## src/rtl/srl_fifo_ctrl.sv

```systemverilog
// srl_fifo_ctrl: first-word-fall-through FIFO over a shift-register array.
// Registered full_n/empty_n, occupancy, almost-full and sticky error flags.
module srl_fifo_ctrl #(
    parameter int DATA_WIDTH = 1,
    parameter int ADDR_WIDTH = 1,
    parameter int DEPTH      = 2,
    parameter int AF_THRESH  = DEPTH - 1
) (
    input  logic                  clk,
    input  logic                  reset,
    input  logic                  if_write_ce,
    input  logic                  if_write,
    input  logic [DATA_WIDTH-1:0] if_din,
    output logic                  if_full_n,
    input  logic                  if_read_ce,
    input  logic                  if_read,
    output logic [DATA_WIDTH-1:0] if_dout,
    output logic                  if_empty_n,
    output logic [ADDR_WIDTH:0]   count,
    output logic                  almost_full,
    output logic                  overflow,
    output logic                  underflow,
    input  logic                  clear_err
);

    typedef enum logic [1:0] {
        S_EMPTY,
        S_PARTIAL,
        S_FULL
    } state_t;

    localparam logic [ADDR_WIDTH:0]   LP_C1  = (ADDR_WIDTH+1)'(1);
    localparam logic [ADDR_WIDTH:0]   LP_DM1 = (ADDR_WIDTH+1)'(DEPTH-1);
    localparam logic [ADDR_WIDTH:0]   LP_AF  = (ADDR_WIDTH+1)'(AF_THRESH);
    localparam logic [ADDR_WIDTH-1:0] LP_P1  = ADDR_WIDTH'(1);

    state_t                r_state;
    state_t                w_state_nxt;
    logic [DATA_WIDTH-1:0] r_mem [DEPTH];
    logic [ADDR_WIDTH-1:0] r_ptr;
    logic [ADDR_WIDTH:0]   r_count;
    logic [ADDR_WIDTH:0]   w_count_nxt;
    logic                  r_af;
    logic                  r_ovf;
    logic                  r_udf;
    logic                  w_wr;
    logic                  w_rd;
    logic                  w_wr_err;
    logic                  w_rd_err;

    assign if_empty_n  = (r_state != S_EMPTY);
    assign if_full_n   = (r_state != S_FULL);
    assign count       = r_count;
    assign almost_full = r_af;
    assign overflow    = r_ovf;
    assign underflow   = r_udf;

    assign w_wr     = if_write_ce & if_write & if_full_n;
    assign w_rd     = if_read_ce & if_read & if_empty_n;
    assign w_wr_err = if_write_ce & if_write & ~if_full_n;
    assign w_rd_err = if_read_ce & if_read & ~if_empty_n;

    // Shift array: new word enters at entry 0, older words move up.
    always_ff @(posedge clk) begin
        if (!reset && w_wr) begin
            for (int i = 1; i < DEPTH; i++) begin
                r_mem[i] <= r_mem[i-1];
            end
            r_mem[0] <= if_din;
        end
    end

    // Read mux: the oldest word sits at entry ptr.
    always_comb begin
        if_dout = r_mem[0];
        for (int i = 1; i < DEPTH; i++) begin
            if (r_ptr == ADDR_WIDTH'(i)) begin
                if_dout = r_mem[i];
            end
        end
    end

    // Next occupancy, shared by count and almost_full.
    always_comb begin
        w_count_nxt = r_count;
        if (w_wr && !w_rd) begin
            w_count_nxt = r_count + LP_C1;
        end else if (w_rd && !w_wr) begin
            w_count_nxt = r_count - LP_C1;
        end
    end

    // Pointer tracks count-1, pinned at 0 across empty/one-entry edges.
    always_ff @(posedge clk) begin
        if (reset) begin
            r_ptr <= '0;
        end else if (w_wr && !w_rd) begin
            if (r_count != '0) begin
                r_ptr <= r_ptr + LP_P1;
            end
        end else if (w_rd && !w_wr) begin
            if (r_count == LP_C1) begin
                r_ptr <= '0;
            end else begin
                r_ptr <= r_ptr - LP_P1;
            end
        end
    end

    // Occupancy and almost-full registers.
    always_ff @(posedge clk) begin
        if (reset) begin
            r_count <= '0;
            r_af    <= 1'b0;
        end else begin
            r_count <= w_count_nxt;
            r_af    <= (w_count_nxt >= LP_AF);
        end
    end

    // State register.
    always_ff @(posedge clk) begin
        if (reset) begin
            r_state <= S_EMPTY;
        end else begin
            r_state <= w_state_nxt;
        end
    end

    // Next-state logic for EMPTY/PARTIAL/FULL.
    always_comb begin
        w_state_nxt = r_state;
        unique case (r_state)
            S_EMPTY: begin
                if (w_wr) begin
                    w_state_nxt = S_PARTIAL;
                end
            end
            S_PARTIAL: begin
                if (w_wr && !w_rd && r_count == LP_DM1) begin
                    w_state_nxt = S_FULL;
                end else if (w_rd && !w_wr && r_count == LP_C1) begin
                    w_state_nxt = S_EMPTY;
                end
            end
            S_FULL: begin
                if (w_rd) begin
                    w_state_nxt = S_PARTIAL;
                end
            end
            default: begin
                w_state_nxt = S_EMPTY;
            end
        endcase
    end

    // Sticky error flags; a new error beats clear_err on the same edge.
    always_ff @(posedge clk) begin
        if (reset) begin
            r_ovf <= 1'b0;
            r_udf <= 1'b0;
        end else begin
            if (w_wr_err) begin
                r_ovf <= 1'b1;
            end else if (clear_err) begin
                r_ovf <= 1'b0;
            end
            if (w_rd_err) begin
                r_udf <= 1'b1;
            end else if (clear_err) begin
                r_udf <= 1'b0;
            end
        end
    end

endmodule
```

## config.mk

```make
export PLATFORM = sky130hd
export DESIGN_NAME = srl_fifo_ctrl
export DESIGN_NICKNAME = d
export VERILOG_FILES = /design/src/rtl/srl_fifo_ctrl.sv
export SDC_FILE = /design/constraint.sdc
export NUM_CORES = 1
export LEC_CHECK = 0
export BUFFER_PORTS_ARGS = -buffer_cell sky130_fd_sc_hd__buf_2
export CAP_MARGIN = 20
export CORE_UTILIZATION = 25
export DETAILED_ROUTE_END_ITERATION = 12
export HOLD_SLACK_MARGIN = 0.02
export PLACE_DENSITY = 0.45
export SLEW_MARGIN = 20
export SYNTH_ARGS = -nofsm -noshare
export SYNTH_HDL_FRONTEND = slang
export SYNTH_SLANG_ARGS = --single-unit
```

## constraint.sdc

```tcl
create_clock -name clk -period 1.51 [get_ports clk]
set_input_delay 0.0755 -clock clk [delete_from_list [all_inputs] [get_ports clk]]
set_output_delay 0.0755 -clock clk [all_outputs]
set_load 0.005 [all_outputs]
```

---- Yosys cells after proc, flatten, opt, wreduce, memory -nomap -nowiden ----
Memories as Yosys holds them, arrays and structs flattened.
Index checks and enable logic that the tools add are counted.
word-level totals
  register bits after elaboration ......... 8
  memory bits (writable) .................. 2
  input port bits ......................... 8
  output and inout port bits .............. 8
  word-level logic and storage cells ...... 61
  memories kept ........................... 1
cells by class
  add/sub/neg operators ................... 4
  $lt $le $gt $ge ......................... 1
  equality and inequality tests ........... 8
  multiplexer cells ....................... 17
  bitwise logic cells ..................... 8
  reductions and logical operators ........ 16
memory list
  memory  words  width  read ports  clocked after memory_dff  write ports  RTL line  source
  r_mem   2      1      2           0                         2            39        logic [DATA_WIDTH-1:0] r_mem [DEPTH];
operators with widths
  kind                                                               count
  2-to-1 mux 2 bit                                                   6
  2-to-1 mux 1 bit                                                   10
  nonzero test 2 bit                                                 5
  bitwise AND 1 bit                                                  6
  inequality test 2 bit, second input constant                       3
  one-hot mux 2 bit (3 select lines)                                 1
  logical AND 1 bit                                                  5
  equality test 2 x 1 -> 1 bit, second input constant                2
  logical NOT 1 bit                                                  3
  inequality test 3 bit, second input constant                       1
  AND reduction 3 bit                                                1
  adder 2 x 1 -> 2 bit, second input constant                        1
  equality test 2 bit, second input constant                         1
  greater-or-equal comparator 2 x 1 -> 1 bit, second input constant  1
  logical NOT 2 bit                                                  1
  inequality test 2 x 1 -> 1 bit, second input constant              1
  inverter 1 bit                                                     2
  AND reduction 2 bit                                                1
  subtractor 2 x 1 -> 2 bit, second input constant                   1
  adder 1 bit, second input constant                                 1
  subtractor 1 bit, second input constant                            1

---- Depth between registers and ports, before layout ----
Gate-level depths: netlist (run 1).
  depth after elaboration ................. 8
  gate-level depth with buffers ........... 6
  mapped depth without buffers ............ 6

---- Least setup slack after synthesis (run 1) ----
OpenSTA, ideal clock, no wires.
  path kind ............................... flip-flop to flip-flop
  from .................................... register r_count[0] (netlist: count[0])
  to ...................................... register r_af (netlist: almost_full)
  setup time .............................. 0.091 ns
  data arrival time ....................... 1.497 ns
  required time ........................... 1.419 ns
  setup slack ............................. -0.078 ns
  cell stages (with the launch flop) ...... 6
  buffers on the path ..................... 0
  clock period less this slack ............ 1.588 ns
  path through ............................ dfxtp_1 inv_1 ha_1 and3_1 a211o_1 a311oi_1
on the way
  longest elaborated chain between the ends .. 4
  elaborated cells on any way between the ends .. 5
  those cells by class .................... add/sub: 2; order compare: 1; mux: 2
ends and longest elaborated chain
  item                                          RTL line  source
  from (decl)                                   41        logic [ADDR_WIDTH:0] r_count;
  from (signal assigned)                        116       r_count <= w_count_nxt;
  subtractor 2 x 1 -> 2 bit                     89        w_count_nxt = r_count - LP_C1;
  2-to-1 mux 2 bit                              88        end else if (w_rd && !w_wr) begin
  2-to-1 mux 2 bit *                            86        if (w_wr && !w_rd) begin
  greater-or-equal comparator 2 x 1 -> 1 bit *  117       r_af <= (w_count_nxt >= LP_AF);
  to (signal assigned)                          117
  to (decl)                                     43        logic r_af;
Mark *: on every way between the ends. The rest lies on a longest branch, timed or not.
A chain may end at the register's enable or synchronous reset.

---- Worst setup path after layout (run 1) ----
  from .................................... register r_count[1] (netlist: count[1])
  to ...................................... register r_ptr
on the way
  longest elaborated chain between the ends .. 4
  elaborated cells on any way between the ends .. 7
  those cells by class .................... eq/ne: 2; mux: 3; reduce/logical: 2
ends and longest elaborated chain
  item                          RTL line  source
  equality test 2 x 1 -> 1 bit  102       if (r_count == LP_C1) begin
  2-to-1 mux 1 bit              102
  2-to-1 mux 1 bit              101       end else if (w_rd && !w_wr) begin
  2-to-1 mux 1 bit              97        end else if (w_wr && !w_rd) begin
  to (signal assigned)          99        r_ptr <= r_ptr + LP_P1;
  to (signal assigned)          105       r_ptr <= r_ptr - LP_P1;
  to (decl)                     40        logic [ADDR_WIDTH-1:0] r_ptr;
Several ways; a longest one is shown, not always the timed one. The select of a mux whose other input is x is not followed.

==> results of run 1 <==
==> metrics by stage <==
step | power (mW) | utilization
after floorplan | 0.459 | -
after global placement | 0.558 | 0.326
after detailed placement | 0.556 | 0.326
after CTS | 0.757 | 0.341
after global routing | 0.813 | 0.348
final | 0.768 | 0.348
==> timing repair <==
action / CTS / global route
setup endpoints to repair: 0 / 3
endpoints found under the hold margin: 1 / 0
resized for setup: 0 / 6
hold buffers: 1 / 0
setup buffers: 0 / 0
==> worst min path at each step <==
stage,slack [ns],cells after the start,endpoint,startpoint
3_5_place_dp,0.26,1,r_mem[0][0],if_din
3_3_place_gp,0.25,1,r_mem[0][0],if_din
6_report,0.12,2,overflow,reset
5_1_grt,0.15,4,underflow,clear_err
2_1_floorplan,0.17,0,r_mem[0][0],if_din
4_1_cts,0.12,2,overflow,reset
==> registers in the layout, summed over array words and instances, names as in the netlist <==
register and count:
count 2, r_ptr 1, r_mem 2, r_state 2, almost_full 1, overflow 1
underflow 1
==> cell usage in the layout (no fill, tap or decap), types with 2 or more instances in the layout <==
master,count
buf_2,15
nor2_1,9
a21oi_1,6
o21ai_0,6
nor3_1,5
dfxtp_1,5
buf_4,5
inv_1,3
clkbuf_4,3
dfxtp_2,3
inv_2,2
mux2_2,2
nand2_1,2
nand3_1,2
o31ai_1,2
edfxtp_1,2
==> where the power goes <==
part / switching, mW / internal [mW] / total, mW
combinational: 0.124 / 0.133 / 0.256
sequential: 0.0126 / 0.297 / 0.309
clock: 0.107 / 0.0957 / 0.203
==> Yosys cell counts (2+ instances only) <==
cell type,n
nand2_1,2
o31ai_1,2
mux2_2,2
o21ai_0,6
ha_1,2
edfxtp_1,2
buf_2,2
nand3_1,2
inv_1,5
nor3_1,5
a21oi_1,6
nor2_1,9
dfxtp_1,8
==> critical path, delay by kind of cell, from the launching register on <==
kind                       cells  cell delay (ns)
DFF                            1             0.33
buffers and inverters          1             0.05
AOI/OAI and AO/OA              2             0.42
adders and majority gates      1             0.15
and+or+nand+nor                1             0.42
==> layer usage <==
layer	up-vias	global-route usage	wire length, µm
met3	4	0.0290	76
met5	-	0	0
met4	0	0.0526	21
li1	337	-	-
met1	316	0.173	790
met2	23	0.207	715
==> area by class of cell <==
type                            count  area [µm²]  share of cell area
Timing Repair Buffer               22         143               0.167
Tap cell                           30        37.5              0.0440
Multi-Input combinational cell     59         404               0.474
Clock inverter                      1        3.75             0.00440
Inverter                            5        18.8              0.0220
Sequential cell                    10         224               0.262
Clock buffer                        3        22.5              0.0264
==> logic make-up (layout without fill, tap and decap cells) <==
logic type | count (synthesis) | count (layout) | synth area share
AO/OA/AOI/OAI | 26 | 26 | 0.270
adder cells (fa/ha/maj) | 2 | 2 | 0.0389
buffers and inverters | 10 | 31 | 0.0700
flip-flops | 10 | 10 | 0.342
multiplexers | 2 | 2 | 0.0350
AND/OR/NAND/NOR | 29 | 29 | 0.243
==> metrics.yaml, run 1 <==
syn_inst: 79
cp-endpoint: "r_ptr"
rows: 18
synth_top_area_frac: 0.249
drive_gt1_frac: 0.380
finalInstanceArea_um2: 853
period_minus_slack_ns: 1.47
synth_warnings: 0
p_leak_nw: 0.361
critPathMaxStageDelay_ns: 0.42
hold_violations: 0
drv_slew: 0
power_density_nw_per_um2: 901
die_height_um: 52.7
worst_slew_pin_slew_ns: 0.316
status: "finished clean"
finalSetupViolations: 0
synth.distinct_cells: 39
cts_sinks: 10
reg2reg_depth: 5
required_ns: 1.70
path_max_fanout: 3
io_buffers: 15
diodes: 0
die_x_um: 52.7
post_drt_via_cell_ratio: 5.23
rsz0062_at_grt: "yes"
worstReg2RegEnd: "r_ptr"
firstDrtPassIters: 4
mappedNetlistNets: 89
antenna_found_initial: 0
cp-startpoint: "count[1]"
instances_no_fill: 130
crit_arrival_ns: 1.65
max_slew_margin: 0.788
grt_pass1_vias: 588
r2r_slack_ns: 0.04
skew_ns: 0.00394
hp-class: "in -> reg"
ir_drop_uv: 518
postRouteWirelength_mm: 1.60
dr_total_vias: 680
yosys.area.top_type: "dfxtp_1"
cts_max_level: 1
core_um2: 2450
area_delta_synth_final_pct: 32.7
post_drt_wl_per_cell_um: 12.3
setup-tns-final_ns: 0
ant_nets: 0
ys.flop_type: "dfxtp_1"
place_inst: 125
path_cells: "inv_2, ha_4, o32a_1, or4_1, o311ai_2"
critPathSlowestCell: "or4_1"
synth_area_leaders: "dfxtp_1 25%, edfxtp_1 9.3%, nor2_1 5.3%"
startpoint_type: "flip-flop"
io-pin-count: 16
drt_iter0_markers: 24
placed_area_um2: 801
critical_path_class: "reg -> reg"
synth-seq-area-share: 0.342
clk-insertion-delay-late_ns: 0.27
regToRegStartpoint: "count[1]"
end_kind: "flip-flop"
place_hpwl_mm: 1.16
grt_pass1_wl_mm: 2.67
synth_area_um2: 643
avgSynthCellArea_um2: 8.14
final.fill_count: 264
initial_core_util: 0.262
overflow: 0
fin_ws_ns: 0.0449
dp_slack_ns: 0.0377
synth_edf_count: 2
async_reset_ff_frac: 0
cts_root_buf: "clkbuf_4"
ys_seq_elements: 10
grt_max_degree: 17
grt.total_usage: 0.132
max_freq_mhz: 683
die_area_um2: 2780
final_nets: 111
cts_buffer_depth: 2
maxCapViolations: 0
gp_congestion: 0.809
clk_pin_slew_ns: 0.08
whs_ns: 0.124
period_share: 0.970
cts_buffers: 3
drc: 0
cts_tree: "done"
No activity file was read; power rests on OpenSTA's default activity.
==> run 2: changes to the inputs <==
--- a/config.mk
+++ b/config.mk
@@ -10,7 +10,7 @@
 export CORE_UTILIZATION = 25
 export DETAILED_ROUTE_END_ITERATION = 12
 export HOLD_SLACK_MARGIN = 0.02
-export PLACE_DENSITY = 0.45
+export PLACE_DENSITY = 0.44
 export SLEW_MARGIN = 20
 export SYNTH_ARGS = -nofsm -noshare
 export SYNTH_HDL_FRONTEND = slang
==> constraint.sdc (replaced) <==
create_clock -name clk -period 1.6 [get_ports clk]
set_input_delay 0.08 -clock clk [delete_from_list [all_inputs] [get_ports clk]]
set_output_delay 0.08 -clock clk [all_outputs]
set_load 0.1 [all_outputs]
==> run 2 against run 1 <==
Highest routed layer unchanged. First-iteration DRC count decreased by 54%. Clock-buffer cell count increased by 1. Hold slack improved by 0.0045 ns. Final cell count decreased by 3.1%. Clock skew increased by 0.0014 ns. Total power increased by 16%. Clock power increased by 19%.
==> metrics.yaml, run 2 (synthesized netlist as in run 1, its figures left out) <==
p_leak_nw: 0.350  # -2.8%
end_kind: "flip-flop"
clk-insertion-delay-late_ns: 0.28  # about the same
status: "finished clean"
required_ns: 1.78  # +0.08 ns
worst_slew_pin_slew_ns: 0.486  # +0.170 ns
placed_area_um2: 792  # -1.1%
final_nets: 107  # -3.6%
dr_total_vias: 643  # -5.4%
final_common_cell: "buf_2"
die_height_um: 52.7  # unchanged
drt_iter0_markers: 11  # -54%
overflow: 0  # unchanged
finalInstanceArea_um2: 846  # -0.88%
rsz0062_at_grt: "no"
hp-start: "reset"
post_drt_wl_per_cell_um: 13.5  # +9.8%
cp-startpoint: "count[0]"
cts_root_buf: "clkbuf_4"
ir_drop_uv: 443  # -15%
hold_depth: 2  # unchanged
hold_violations: 0  # unchanged
grt.total_usage: 0.141  # +0.00939
place_inst: 121  # -3.2%
ant_nets: 0  # unchanged
clk_pin_slew_ns: 0.08  # about the same
max_freq_mhz: 665  # -2.6%
holdPathEnd: "overflow"
grt_max_degree: 17  # unchanged
antenna_found_initial: 0  # unchanged
reg2reg_depth: 5  # unchanged
rows: 18  # unchanged
finalSetupViolations: 0  # unchanged
die_area_um2: 2780  # unchanged
io_buffers: 15  # unchanged
drive_gt1_frac: 0.375  # -0.00500
finalPower_uw: 892  # +16%
crit_arrival_ns: 1.69  # +0.04 ns
maxCapViolations: 0  # unchanged
core_um2: 2450  # unchanged
drc: 0  # unchanged
period_minus_slack_ns: 1.50  # +0.0393 ns
critical_path_class: "reg -> reg"
area_delta_synth_final_pct: 31.5
power_density_nw_per_um2: 1050  # +17%
cts_buffers: 3  # unchanged
diodes: 0  # unchanged
cts_buffer_depth: 2  # unchanged
cts_tree: "done"
drv_slew: 0  # unchanged
instances_no_fill: 126  # -3.1%
worstReg2RegEnd: "r_ptr"
die_x_um: 52.7  # unchanged
postCtsSetupBuffers: 0  # unchanged
startpoint_type: "flip-flop"
skew_ns: 0.00535  # +0.00140 ns
path_max_fanout: 6  # +3
io-pin-count: 16  # unchanged
cts_max_level: 1  # unchanged
regToRegStartpoint: "count[0]"
period_share: 0.940  # -0.0300
initial_core_util: 0.262  # unchanged
grt_pass1_wl_mm: 2.74  # +2.6%
grt_pass1_vias: 579  # -1.5%
gp_congestion: 0.854  # +5.6%
layout_common_cells: "14 x buf_2, 9 x nor2_1, 6 x o21ai_0"
cts_sinks: 10  # unchanged
hp-class: "in -> reg"
firstDrtPassIters: 4  # unchanged
max_slew_margin: 0.678  # -0.110
r2r_slack_ns: 0.1  # +0.05 ns
place_hpwl_mm: 1.19  # +3.2%
postRouteWirelength_mm: 1.71  # +6.4%
post_drt_via_cell_ratio: 5.10  # -2.4%
[run 2: worst max path at each step]
stage | end | cells after the start
after floorplan | count[1] | 6
after global placement | count[1] | 5
after detailed placement | count[1] | 5
after CTS | if_full_n | 4
after global routing | almost_full | 6
final | r_ptr | 5
[run 2: repair_timing]
item | CTS | global route
pin swaps | 0 | 0
hold endpoints to repair | 1 | 0
gates resized for setup | 1 | 1
endpoints found under the setup margin | 1 | 1
hold buffers | 1 | 0
[run 2: where the power goes]
part	total, mW	internal [mW]	switching, mW	leakage (nW)
Clock	0.241	0.138	0.103	0.0210
Combinational	0.351	0.102	0.249	0.244
Sequential	0.300	0.282	0.0187	0.0857
Total	0.892	0.522	0.370	0.350
[run 2: routing by layer]
metal  wire length (µm)  up-vias  GRT usage  share of wire
met3                 92        4     0.0348          0.054
met2                717       21      0.190           0.42
met4                 29        0     0.0877          0.017
met5                  0        -          0              0
met1                868      286      0.196           0.51
li1                   -      332          -              -
[run 2: cell type report]
| type | count | area (µm²) |
|---|---|---|
| fill | 261 | 1610 |
| multi-input combinational | 59 | 400 |
| sequential | 10 | 229 |
| timing repair buffer | 18 | 115 |
| tap | 30 | 37.5 |
| clock buffer | 4 | 36.3 |
| inverter | 5 | 27.5 |
[run 2: worst max-delay path, cell delays in order, from the launching register on]
cell,delay [ns]
dfxtp_4,0.39
inv_4,0.05
ha_4,0.16
o32a_1,0.31
or4_1,0.40
o311ai_1,0.09
[run 2: stage by stage]
step | TNS [ns] | util | setup slack, ns | hold slack, ns
after floorplan | -0.210 | - | -0.136 | 0.179
after global placement | 0 | 0.323 | 0.106 | 0.258
after detailed placement | 0 | 0.323 | 0.116 | 0.262
after CTS | 0 | 0.342 | 0.0814 | 0.127
after global routing | 0 | 0.345 | 0.0192 | 0.145
final | 0 | 0.345 | 0.0956 | 0.128
